`config.mk`:
```
export PLATFORM = sky130hd
export DESIGN_NAME = uart_cmd_bridge_flat
export DESIGN_NICKNAME = d
export VERILOG_FILES = /design/src/rtl/uart_cmd_bridge_pkg.sv /design/src/rtl/uart_cmd_bridge_if.sv /design/src/rtl/uart_cmd_bridge_wbm.sv /design/src/rtl/uart_cmd_bridge.sv /design/src/flat_wrapper.sv
export SDC_FILE = /design/constraint.sdc
export NUM_CORES = 1
export LEC_CHECK = 0
export BUFFER_PORTS_ARGS = -buffer_cell sky130_fd_sc_hd__buf_4
export CORE_UTILIZATION = 62
export CTS_CLUSTER_SIZE = 10
export DETAILED_ROUTE_END_ITERATION = 16
export GPL_TIMING_DRIVEN = 0
export PLACE_DENSITY = 0.85
export SLEW_MARGIN = 20
export SYNTH_ARGS = -nofsm -noshare
export SYNTH_HDL_FRONTEND = slang
export SYNTH_SLANG_ARGS = --single-unit
export TNS_END_PERCENT = 50
```
`constraint.sdc`:
```
create_clock -name clk -period 3.95 [get_ports clk]
set_input_delay 0.79 -clock clk [delete_from_list [all_inputs] [get_ports clk]]
set_output_delay 0.79 -clock clk [all_outputs]
set_load 0.02 [all_outputs]
```
`src/rtl/uart_cmd_bridge_pkg.sv`:
```
// Shared constants, FSM state type and response helper for the UART command bridge.
// Optional feature macro: UART_CMD_CHKSUM_EN (adds a trailing XOR checksum byte per frame).
package uart_cmd_pkg;

  localparam logic [7:0] SYNC_BYTE      = 8'hA5;
  localparam logic [7:0] RESP_BYTE      = 8'h5A;

  localparam logic [7:0] CMD_READ       = 8'h01;
  localparam logic [7:0] CMD_WRITE      = 8'h02;

  localparam logic [7:0] STATUS_OK      = 8'h00;
  localparam logic [7:0] STATUS_TIMEOUT = 8'h01;
  localparam logic [7:0] STATUS_BAD_CMD = 8'h02;
  localparam logic [7:0] STATUS_CHKSUM  = 8'h03;

  typedef enum logic [2:0] {
    ST_IDLE,
    ST_CMD,
    ST_ADDR,
    ST_DATA,
`ifdef UART_CMD_CHKSUM_EN
    ST_CHK,
`endif
    ST_BUS,
    ST_RESP
  } state_t;

  // Byte idx of a response frame: sync, status, then read data big-endian.
  function automatic logic [7:0] resp_byte(logic [2:0] idx, logic [7:0] status,
                                           logic [31:0] data);
    logic [7:0] b;
    case (idx)
      3'd0:    b = RESP_BYTE;
      3'd1:    b = status;
      3'd2:    b = data[31:24];
      3'd3:    b = data[23:16];
      3'd4:    b = data[15:8];
      default: b = data[7:0];
    endcase
    return b;
  endfunction

endpackage

```
`src/rtl/uart_cmd_bridge_if.sv`:
```
// Wishbone master bus bundle between the command bridge and the user-area interconnect.
interface uart_cmd_bridge_if;
  logic        wbm_cyc_o;
  logic        wbm_stb_o;
  logic        wbm_we_o;
  logic [3:0]  wbm_sel_o;
  logic [31:0] wbm_adr_o;
  logic [31:0] wbm_dat_o;
  logic [31:0] wbm_dat_i;
  logic        wbm_ack_i;

  modport master (
    output wbm_cyc_o, wbm_stb_o, wbm_we_o, wbm_sel_o, wbm_adr_o, wbm_dat_o,
    input  wbm_dat_i, wbm_ack_i
  );

  modport slave (
    input  wbm_cyc_o, wbm_stb_o, wbm_we_o, wbm_sel_o, wbm_adr_o, wbm_dat_o,
    output wbm_dat_i, wbm_ack_i
  );
endinterface

```
`src/rtl/uart_cmd_bridge_wbm.sv`:
```
// Single-transaction Wishbone master with an ack timeout; started by a one-cycle
// start pulse, reports completion with a one-cycle done pulse plus status/rdata.
module uart_cmd_wbm
  import uart_cmd_pkg::*;
#(
  parameter int TIMEOUT_CYCLES = 255
) (
  input  logic                    clk,
  input  logic                    rst_n,
  input  logic                    start,
  input  logic                    we,
  input  logic [31:0]             adr,
  input  logic [31:0]             wdata,
  output logic                    done,
  output logic [7:0]              status,
  output logic [31:0]             rdata,
  uart_cmd_bridge_if.master       wb
);

  localparam logic [15:0] LAST_COUNT = 16'(TIMEOUT_CYCLES - 1);

  logic [15:0] count;

  // Launch a cycle on start, then end it on ack (priority) or on counter expiry
  always_ff @(posedge clk or negedge rst_n) begin
    if (!rst_n) begin
      wb.wbm_cyc_o <= 1'b0;
      wb.wbm_stb_o <= 1'b0;
      wb.wbm_we_o  <= 1'b0;
      wb.wbm_sel_o <= 4'h0;
      wb.wbm_adr_o <= 32'h0;
      wb.wbm_dat_o <= 32'h0;
      count        <= 16'h0;
      done         <= 1'b0;
      status       <= STATUS_OK;
      rdata        <= 32'h0;
    end else begin
      done <= 1'b0;
      if (wb.wbm_cyc_o) begin
        if (wb.wbm_ack_i) begin
          wb.wbm_cyc_o <= 1'b0;
          wb.wbm_stb_o <= 1'b0;
          wb.wbm_we_o  <= 1'b0;
          wb.wbm_sel_o <= 4'h0;
          rdata        <= wb.wbm_dat_i;
          status       <= STATUS_OK;
          done         <= 1'b1;
        end else if (count == LAST_COUNT) begin
          wb.wbm_cyc_o <= 1'b0;
          wb.wbm_stb_o <= 1'b0;
          wb.wbm_we_o  <= 1'b0;
          wb.wbm_sel_o <= 4'h0;
          rdata        <= 32'h0;
          status       <= STATUS_TIMEOUT;
          done         <= 1'b1;
        end else begin
          count <= count + 16'd1;
        end
      end else if (start) begin
        wb.wbm_cyc_o <= 1'b1;
        wb.wbm_stb_o <= 1'b1;
        wb.wbm_we_o  <= we;
        wb.wbm_sel_o <= 4'hF;
        wb.wbm_adr_o <= adr;
        wb.wbm_dat_o <= wdata;
        count        <= 16'h0;
      end
    end
  end

endmodule

```
`src/rtl/uart_cmd_bridge.sv`:
```
// UART byte-stream to Wishbone command bridge: parses A5-framed read/write
// commands from the RX FIFO, runs one bus transaction, answers through the TX FIFO.
// Optional feature macro: UART_CMD_CHKSUM_EN (trailing XOR checksum byte).
module uart_cmd_bridge
  import uart_cmd_pkg::*;
#(
  parameter int TIMEOUT_CYCLES = 255
) (
  input  logic              clk,
  input  logic              rst_n,
  input  logic [7:0]        rx_data,
  input  logic              rx_valid,
  output logic              rx_pop,
  output logic [7:0]        tx_data,
  output logic              tx_start,
  input  logic              tx_clear,
  input  logic              tx_busy,
  uart_cmd_bridge_if.master wb
);

  state_t      state;
  logic [7:0]  cmd;
  logic [31:0] addr;
  logic [31:0] wdata;
  logic [1:0]  byte_idx;
  logic [7:0]  resp_status;
  logic [31:0] resp_data;
  logic [2:0]  resp_len;
  logic [2:0]  resp_idx;
  logic        bus_start;
  logic        bus_done;
  logic [7:0]  bus_status;
  logic [31:0] bus_rdata;
  logic        rx_take;
`ifdef UART_CMD_CHKSUM_EN
  logic [7:0]  chk;
`endif

  // The FIFO head is stale in the cycle our pop is being applied, so skip it.
  assign rx_take = rx_valid && !rx_pop;

  uart_cmd_wbm #(
    .TIMEOUT_CYCLES(TIMEOUT_CYCLES)
  ) u_wbm (
    .clk    (clk),
    .rst_n  (rst_n),
    .start  (bus_start),
    .we     (cmd == CMD_WRITE),
    .adr    (addr),
    .wdata  (wdata),
    .done   (bus_done),
    .status (bus_status),
    .rdata  (bus_rdata),
    .wb     (wb)
  );

  // Frame parser, bus launch and byte-at-a-time response sequencer
  always_ff @(posedge clk or negedge rst_n) begin
    if (!rst_n) begin
      state       <= ST_IDLE;
      cmd         <= 8'h0;
      addr        <= 32'h0;
      wdata       <= 32'h0;
      byte_idx    <= 2'd0;
      resp_status <= STATUS_OK;
      resp_data   <= 32'h0;
      resp_len    <= 3'd0;
      resp_idx    <= 3'd0;
      bus_start   <= 1'b0;
      rx_pop      <= 1'b0;
      tx_start    <= 1'b0;
      tx_data     <= 8'h0;
`ifdef UART_CMD_CHKSUM_EN
      chk         <= 8'h0;
`endif
    end else begin
      rx_pop    <= 1'b0;
      bus_start <= 1'b0;
      case (state)
        ST_IDLE: begin
          if (rx_take) begin
            rx_pop <= 1'b1;
            if (rx_data == SYNC_BYTE) state <= ST_CMD;
          end
        end

        ST_CMD: begin
          if (rx_take) begin
            rx_pop   <= 1'b1;
            cmd      <= rx_data;
            byte_idx <= 2'd0;
`ifdef UART_CMD_CHKSUM_EN
            chk      <= rx_data;
`endif
            if (rx_data == CMD_READ || rx_data == CMD_WRITE) begin
              state <= ST_ADDR;
            end else begin
              resp_status <= STATUS_BAD_CMD;
              resp_data   <= 32'h0;
              resp_len    <= 3'd2;
              resp_idx    <= 3'd0;
              state       <= ST_RESP;
            end
          end
        end

        ST_ADDR: begin
          if (rx_take) begin
            rx_pop   <= 1'b1;
            addr     <= {addr[23:0], rx_data};
            byte_idx <= byte_idx + 2'd1;
`ifdef UART_CMD_CHKSUM_EN
            chk      <= chk ^ rx_data;
`endif
            if (byte_idx == 2'd3) begin
              if (cmd == CMD_WRITE) begin
                state <= ST_DATA;
              end else begin
`ifdef UART_CMD_CHKSUM_EN
                state <= ST_CHK;
`else
                state     <= ST_BUS;
                bus_start <= 1'b1;
`endif
              end
            end
          end
        end

        ST_DATA: begin
          if (rx_take) begin
            rx_pop   <= 1'b1;
            wdata    <= {wdata[23:0], rx_data};
            byte_idx <= byte_idx + 2'd1;
`ifdef UART_CMD_CHKSUM_EN
            chk      <= chk ^ rx_data;
`endif
            if (byte_idx == 2'd3) begin
`ifdef UART_CMD_CHKSUM_EN
              state <= ST_CHK;
`else
              state     <= ST_BUS;
              bus_start <= 1'b1;
`endif
            end
          end
        end

`ifdef UART_CMD_CHKSUM_EN
        ST_CHK: begin
          if (rx_take) begin
            rx_pop <= 1'b1;
            if (rx_data == chk) begin
              state     <= ST_BUS;
              bus_start <= 1'b1;
            end else begin
              resp_status <= STATUS_CHKSUM;
              resp_data   <= 32'h0;
              resp_len    <= (cmd == CMD_READ) ? 3'd6 : 3'd2;
              resp_idx    <= 3'd0;
              state       <= ST_RESP;
            end
          end
        end
`endif

        ST_BUS: begin
          if (bus_done) begin
            resp_status <= bus_status;
            resp_data   <= bus_rdata;
            resp_len    <= (cmd == CMD_READ) ? 3'd6 : 3'd2;
            resp_idx    <= 3'd0;
            state       <= ST_RESP;
          end
        end

        ST_RESP: begin
          if (tx_start) begin
            if (tx_clear) begin
              tx_start <= 1'b0;
              resp_idx <= resp_idx + 3'd1;
              if (resp_idx == resp_len - 3'd1) state <= ST_IDLE;
            end
          end else if (!tx_busy) begin
            tx_start <= 1'b1;
            tx_data  <= resp_byte(resp_idx, resp_status, resp_data);
          end
        end

        default: state <= ST_IDLE;
      endcase
    end
  end

endmodule

```
`src/flat_wrapper.sv`:
```
// flat-port wrapper written by rule: the top's interface ports become plain ports
module uart_cmd_bridge_flat import uart_cmd_pkg::*;
#(
  parameter int TIMEOUT_CYCLES = 255
)
  (clk, rst_n, rx_data, rx_valid, rx_pop, tx_data, tx_start, tx_clear, tx_busy, wb_wbm_cyc_o, wb_wbm_stb_o, wb_wbm_we_o, wb_wbm_sel_o, wb_wbm_adr_o, wb_wbm_dat_o, wb_wbm_dat_i, wb_wbm_ack_i);
  uart_cmd_bridge_if wb_i ();
  input  logic clk;
  input  logic rst_n;
  input  logic [7:0] rx_data;
  input  logic rx_valid;
  output logic rx_pop;
  output logic [7:0] tx_data;
  output logic tx_start;
  input  logic tx_clear;
  input  logic tx_busy;
  output wire logic [$bits(wb_i.wbm_cyc_o)-1:0] wb_wbm_cyc_o;
  output wire logic [$bits(wb_i.wbm_stb_o)-1:0] wb_wbm_stb_o;
  output wire logic [$bits(wb_i.wbm_we_o)-1:0] wb_wbm_we_o;
  output wire logic [$bits(wb_i.wbm_sel_o)-1:0] wb_wbm_sel_o;
  output wire logic [$bits(wb_i.wbm_adr_o)-1:0] wb_wbm_adr_o;
  output wire logic [$bits(wb_i.wbm_dat_o)-1:0] wb_wbm_dat_o;
  input wire logic [$bits(wb_i.wbm_dat_i)-1:0] wb_wbm_dat_i;
  input wire logic [$bits(wb_i.wbm_ack_i)-1:0] wb_wbm_ack_i;
  assign wb_wbm_cyc_o = wb_i.wbm_cyc_o;
  assign wb_wbm_stb_o = wb_i.wbm_stb_o;
  assign wb_wbm_we_o = wb_i.wbm_we_o;
  assign wb_wbm_sel_o = wb_i.wbm_sel_o;
  assign wb_wbm_adr_o = wb_i.wbm_adr_o;
  assign wb_wbm_dat_o = wb_i.wbm_dat_o;
  assign wb_i.wbm_dat_i = wb_wbm_dat_i;
  assign wb_i.wbm_ack_i = wb_wbm_ack_i;
  uart_cmd_bridge #(.TIMEOUT_CYCLES(TIMEOUT_CYCLES)) u_core (.clk(clk), .rst_n(rst_n), .rx_data(rx_data), .rx_valid(rx_valid), .rx_pop(rx_pop), .tx_data(tx_data), .tx_start(tx_start), .tx_clear(tx_clear), .tx_busy(tx_busy), .wb(wb_i));
endmodule
```
Yosys cells after proc, flatten, opt, wreduce, memory -nomap -nowiden. Index checks and enable logic that the tools add are counted.

Memories kept: 0. Bits of input ports: 46. Bits in writable memories: 0. Word-level logic and storage cells: 160. Bits in read-only memories: 0. Register bits: 262. Output and inout bits: 81. Latch bits: 0.

$lt $le $gt $ge: 0. Reduce and logical (&&, ||, !) cells: 24. $add $sub $neg: 4. Shift operators: 0. $mul: 0. Equality and inequality tests: 33. Muxes and demuxes: 73. Div/mod/pow operators: 0. Bitwise operators: 3.

Operators with widths (count): 32-bit two-way mux (5); 3-bit two-way mux (22); 16-bit two-way mux (4); 32-bit case mux with 2 select lines (1); 8-bit two-way mux (5); 8-bit case mux with 5 select lines (1); 1-bit two-way mux (23); 2-bit by 1-bit inequality test with 1-bit output, second input constant (10); 3-bit case mux with 6 select lines (1); 16-bit by 1-bit adder with 16-bit output, second input constant (1); 16-bit by 8-bit equality test with 1-bit output, second input constant (1); 8-bit by 1-bit equality test with 1-bit output, second input constant (2); 8-bit by 2-bit equality test with 1-bit output, second input constant (2); 4-bit two-way mux (4); 8-bit case mux with 2 select lines (1); 3-bit by 2-bit equality test with 1-bit output, second input constant (4); 2-bit AND reduction (6); 11-bit AND reduction (1); 2-bit inequality test, second input constant (5); 3-bit equality test, second input constant (3); 3-bit case mux with 3 select lines (1); 3-bit AND reduction (3); 8-bit equality test, second input constant (1); 2-bit nonzero test (4); other kinds (21) (26).

Longest topological paths before layout.
Word-level depth: 6. Depth in mapped cells: 8. Gate-level depth less buffers: 7.

Modules after synthesis. From an unflattened synthesis, not the netlist that was laid out.

Cell total of the unflattened synthesis: 908. Area total of the unflattened synthesis: 10272.4 µm².

Modules (own cells, without submodules): uart_cmd_bridge (seq. area each 3328.2 µm², cells each 427, instances 1, area each 5472.7 µm²); uart_cmd_wbm (seq. area each 2927.8 µm², cells each 481, instances 1, area each 4799.6 µm²).

Worst setup path after synthesis. Ideal clock, no wire load.

Kind: input-to-reg. Start point: input port rx_data[3]. End point: register u_core.state[0]. Stages on the path: 5. Required time: 3.825 ns. Path buffers: 0. Library setup time: 0.125 ns. Path slack: 1.796 ns. Data arrival time: 2.029 ns. Path through: or3_4 > or3_4 > a31oi_1 > nand2_1 > mux2_4.

Cells in the longest elaborated chain, start to end: 5. Elaborated cells on any way between the ends: 9.

Ends and longest elaborated chain: start: declaration (line flat_wrapper.sv:10) `input logic [7:0] rx_data;`; 8-bit by 1-bit equality test with 1-bit output / 8-bit by 2-bit equality test with 1-bit output (equally long branches) (line uart_cmd_bridge.sv:95) `if (rx_data == CMD_READ || rx_data == CMD_WRITE) begin`; 1-bit logical OR (line uart_cmd_bridge.sv:95); 3-bit two-way mux (line uart_cmd_bridge.sv:95); 3-bit two-way mux (line uart_cmd_bridge.sv:88) `if (rx_take) begin`; 3-bit case mux with 6 select lines (line uart_cmd_bridge.sv:79) `case (state)`; end signal: assignment (line uart_cmd_bridge.sv:83) `if (rx_data == SYNC_BYTE) state <= ST_CMD;`; end signal: assignment (line uart_cmd_bridge.sv:96) `state <= ST_ADDR;`; end signal: assignment (line uart_cmd_bridge.sv:102) `state <= ST_RESP;`; end: declaration (line uart_cmd_bridge.sv:21) `state_t state;`.

Parallel ways exist; a longest one is shown, timed or not. The select of a mux whose other input is x is not followed. A chain may end at the register's enable or synchronous reset.

Worst setup path after layout.
Start point: register u_core.rx_pop. End point: register u_core.addr[30].

Cells in the longest elaborated chain, start to end: 3.

Ends and longest elaborated chain: start: declaration (line uart_cmd_bridge.sv:13) `output logic rx_pop,`; start signal: assignment (line uart_cmd_bridge.sv:70) `rx_pop <= 1'b0;`; start signal: assignment (line uart_cmd_bridge.sv:77) `rx_pop <= 1'b0;`; start signal: assignment (line uart_cmd_bridge.sv:82) `rx_pop <= 1'b1;`; 1-bit zero test (line uart_cmd_bridge.sv:40) `assign rx_take = rx_valid && !rx_pop;`; 1-bit logical AND (line uart_cmd_bridge.sv:40); 2-bit AND reduction (no line); end signal: assignment (line uart_cmd_bridge.sv:110) `addr <= {addr[23:0], rx_data};`; end: declaration (line uart_cmd_bridge.sv:23) `logic [31:0] addr;`.

Every way passes these cells.

==> results by group <==
Logic synthesis
  – Post-synth ARST share: 100.0%
  – Syn nets: 897
  – Post-synthesis sequential area ratio: slightly above 60%
  – Synth warnings: 0
  – Netlist cell types: 68
  – Syn Area/Cell: 11.85 µm²
  – Post-synth EDFFs: 0
  – Synth Flop Type: dfrtp_1
  – Synth Register Bits: 244
  – Post-Syn Instances: about 840
  – Syn Std Cell Area: 0.009990 mm²

Routing
  – Avg WL per Cell: 18.50 µm
  – DRC viols: 0
  – Vias per cell: 5.801
  – Final wirelength: 22570 µm
  – Routed Antenna Nets: 0
  – Detailed router's first-iteration violation count: 519
  – Total number of vias: 7077
  – First-pass iteration count of the detailed router: 5

Floorplan
  – IO Pins: 127
  – Initial Utilization: between 60% and 70%
  – Core area: roughly 0.016 mm²
  – Die Y: 128.9 µm
  – Die area: 0.01662 mm²
  – FP Rows: 46
  – Die X: roughly 130 µm

STA
  – Min Tclk post-route: 2201 ps
  – Max-slew violations: 0
  – Layout Skew: 8.298 ps
  – Final TNS setup: 0 ps
  – Final Worst Setup Slack: 1749 ps
  – Fmax: 0.4543 GHz
  – Final Hold Fails: 0
  – Min Hold Slack: 264.1 ps
  – Final Cycle Share: between 50% and 60%
  – Slew Limit Headroom: 47.35%
  – RSZ-0062 raised after global routing: false
  – Setup violators final: 0
  – Worst Tran Pin Value: 783.8 ps

Clocking
  – Clock sinks: 244
  – Postcts setup bufs: 0
  – Max Root-Sink Buffers: 3
  – Clock transition at the registers of the reported paths: 50 ps
  – Worst-Skew Late Latency: 530 ps
  – Hold Buf Count CTS: 0
  – H-Tree Depth: 1
  – CTS Buf Count: 28
  – CTS tree: built
  – Root Buffer: clkbuf_16
  – PostCTS Resize Cnt: 0

Layout
  – P&R area growth vs syn: 20.33%
  – Ratio of cells with drive above 1 in the final layout: 27.89%
  – Cell area after layout: 0.01202 mm²
  – Ant. Diodes: 0
  – Nets@finish: 1055

Critical path
  – Startpoint Class: flop
  – CP delay by family, top: simple AND/OR/NAND/NOR gates
  – Slowest cell on crit path: dfrtp_1
  – CP max FO: 10
  – Setup Crit Path Kind: flop to flop
  – Crit path buffers/inverters: 1
  – Worst-path cell chain: nand2b_1 > nor2_1 > nand2_1 > nor2_2 > buf_4 > mux2_2
  – CP required: roughly 4400 ps
  – Slowest stage delay, CP: 400 ps
  – Crit path capture type: flop
  – Arr. time, crit path: 2600 ps

Power and ir drop
  – Sequential share of power: 46.8%
  – Switch Pwr: between 0.002 and 0.0025 W
  – Combinational share of power: 22.6%
  – PD cells: between 500 and 600 mW/mm²
  – Final total power: 0.007211 W
  – VDD IR max: 378.9 µV
  – Sw frac: 29.78%
  – Clk pwr share: a little under a third
  – Leak: 6.105 nW
  – P_int: a little over 0.005 W

Placed design
  – Pre-CTS setup slack: 1454 ps
  – Number of port buffers: 126
  – Area post-placement: about 0.011 mm²
  – DP HPWL: 15020 µm
  – RePlAce Congestion: 0.9060

Global routing
  – First-pass GRT wire length: 36270 µm
  – Largest net degree at the start of global routing: 96
  – Overall Global Routing Usage: 28.18%
  – Gr ovfl total: 0
  – Initial antenna violation count: 0
  – Vias in the first global route: 7110

Outcome
  – Status: completed

Hold path
  – Hold Crit Class: primary input to asynchronous set/reset pin

Flow run
  – Max-cap violations: 0
==> synth_stat cells, drive strengths merged, types with 2 or more instances <==
cell type / number / area (µm²)
a2111oi: 4 / 60.06
a211o: 2 / 17.52
a21o: 3 / 23.77
a21oi: 6 / 30.03
a222oi: 3 / 30.03
a22o: 65 / 575.6
a22oi: 6 / 45.04
a31oi: 2 / 12.51
and2: 3 / 18.77
and3: 2 / 12.51
and4: 2 / 17.52
buf: 32 / 217.7
clkbuf: 18 / 97.59
dfrtp: 244 / 6106
ha: 8 / 100.1
inv: 10 / 37.54
mux2: 76 / 859.6
nand2: 219 / 822.0
nand2b: 9 / 56.30
nand3: 10 / 62.56
nand3b: 2 / 15.01
nand4: 9 / 62.56
nor2: 28 / 115.1
nor2b: 4 / 25.02
nor3: 4 / 25.02
nor4: 4 / 31.28
o211ai: 2 / 15.01
o21ai: 27 / 146.4
o22ai: 2 / 12.51
o31ai: 3 / 22.52
or3: 6 / 53.80
xnor2: 5 / 43.79
xor2: 8 / 70.07
==> logic make-up (layout without fill, tap and decap cells) <==
kind of cell / Yosys count / in the layout / synth area share, %
adder cells (fa/ha/maj): 8 / 8 / 1.002
XOR/XNOR: 13 / 13 / 1.140
flip-flops: 244 / 244 / 61.12
buffers and inverters: 60 / 221 / 3.532
multiplexers: 77 / 77 / 8.705
AND/OR/NAND/NOR: 307 / 307 / 13.78
AO/OA/AOI/OAI: 134 / 134 / 10.72
==> stage by stage <==
stage / utilization, % / instances
3_5_place_dp: 71.19 / 1187
6_report: 75.94 / 1220
4_1_cts: 75.94 / 1220
5_1_grt: 75.94 / 1220
3_3_place_gp: 70.80 / 1185
2_1_floorplan: - / 843
==> layout make-up <==
| type | count | area (µm²) |
|---|---|---|
| plain buffers | 50 | 315.3 |
| clock buffers | 32 | 735.7 |
| clock inverters | 1 | 16.27 |
| fillers | 1002 | 3807 |
| inverters | 10 | 37.54 |
| multi-input cells | 539 | 3531 |
| flip-flops and latches | 244 | 6106 |
| well taps | 216 | 270.3 |
| repair buffers | 128 | 1008 |
==> per-layer routing <==
| metal | track usage [%] | vias up | routed length (µm) | part of all wire [%] |
|---|---|---|---|---|
| met5 | 0 | - | 0 | 0 |
| met3 | 4.532 | 53 | 1359 | 6.0 |
| met4 | 10.03 | 0 | 584 | 2.6 |
| met1 | 38.67 | 3548 | 9540 | 42 |
| met2 | 46.04 | 248 | 11090 | 49 |
| li1 | - | 3228 | - | - |
==> sequential cells by signal, summed over array words and instances (netlist names), 2 cells and up <==
name	flops
u_core.addr	32
u_core.state	3
u_core.u_wbm.wb.wbm_adr_o	32
u_core.u_wbm.wb.wbm_dat_o	32
u_core.resp_len	2
u_core.resp_data	32
u_core.resp_idx	3
u_core.u_wbm.count	16
u_core.u_wbm.rdata	32
u_core.byte_idx	2
u_core.tx_data	8
u_core.resp_status	2
u_core.cmd	8
u_core.wdata	32
==> cells in the final DEF, fill, tap and decap left out, types with 6 or more instances in the layout <==
master       n
nor2_1      26
xor2_1       8
nand2b_1     9
buf_1        8
buf_6        8
nand4_1      8
a21oi_1      6
inv_1       10
buf_2        9
nand2_1    219
clkbuf_1    17
o21ai_0     24
dfrtp_1    244
buf_4      132
ha_1         8
nand3_1      9
clkbuf_16   28
a22o_1      60
mux2_2      72
a22oi_1      6
==> power by group through the flow <==
| stage | clock network, W | logic (W) | registers (W) |
|---|---|---|---|
| 3_3_place_gp | 0 | 0.00154 | 0.00336 |
| 2_1_floorplan | 0 | 0.00101 | 0.00339 |
| 4_1_cts | 0.00223 | 0.00163 | 0.00337 |
| 3_5_place_dp | 0 | 0.00161 | 0.00340 |
| 5_1_grt | 0.00233 | 0.00178 | 0.00342 |
| 6_report | 0.00221 | 0.00163 | 0.00338 |
==> final timing paths <==
check,from,endpoint,slack [ps],cells after the start
setup / recovery,u_core.rx_pop$_DFF_PN0_,u_core.addr[30]$_DFFE_PN0P_,1750,6
hold / removal,rst_n,u_core.wdata[30]$_DFFE_PN0P_,260,1
setup reg to reg,u_core.rx_pop$_DFF_PN0_,u_core.addr[30]$_DFFE_PN0P_,1750,6
hold reg to reg,u_core.addr[26]$_DFFE_PN0P_,u_core.u_wbm.wb.wbm_adr_o[26]$_DFFE_PN0P_,470,2
max in group asynchronous,rst_n,u_core.state[0]$_DFFE_PN0P_,2800,2
min in group clk,u_core.addr[26]$_DFFE_PN0P_,u_core.u_wbm.wb.wbm_adr_o[26]$_DFFE_PN0P_,470,2
(Power assumes the default switching activity.)
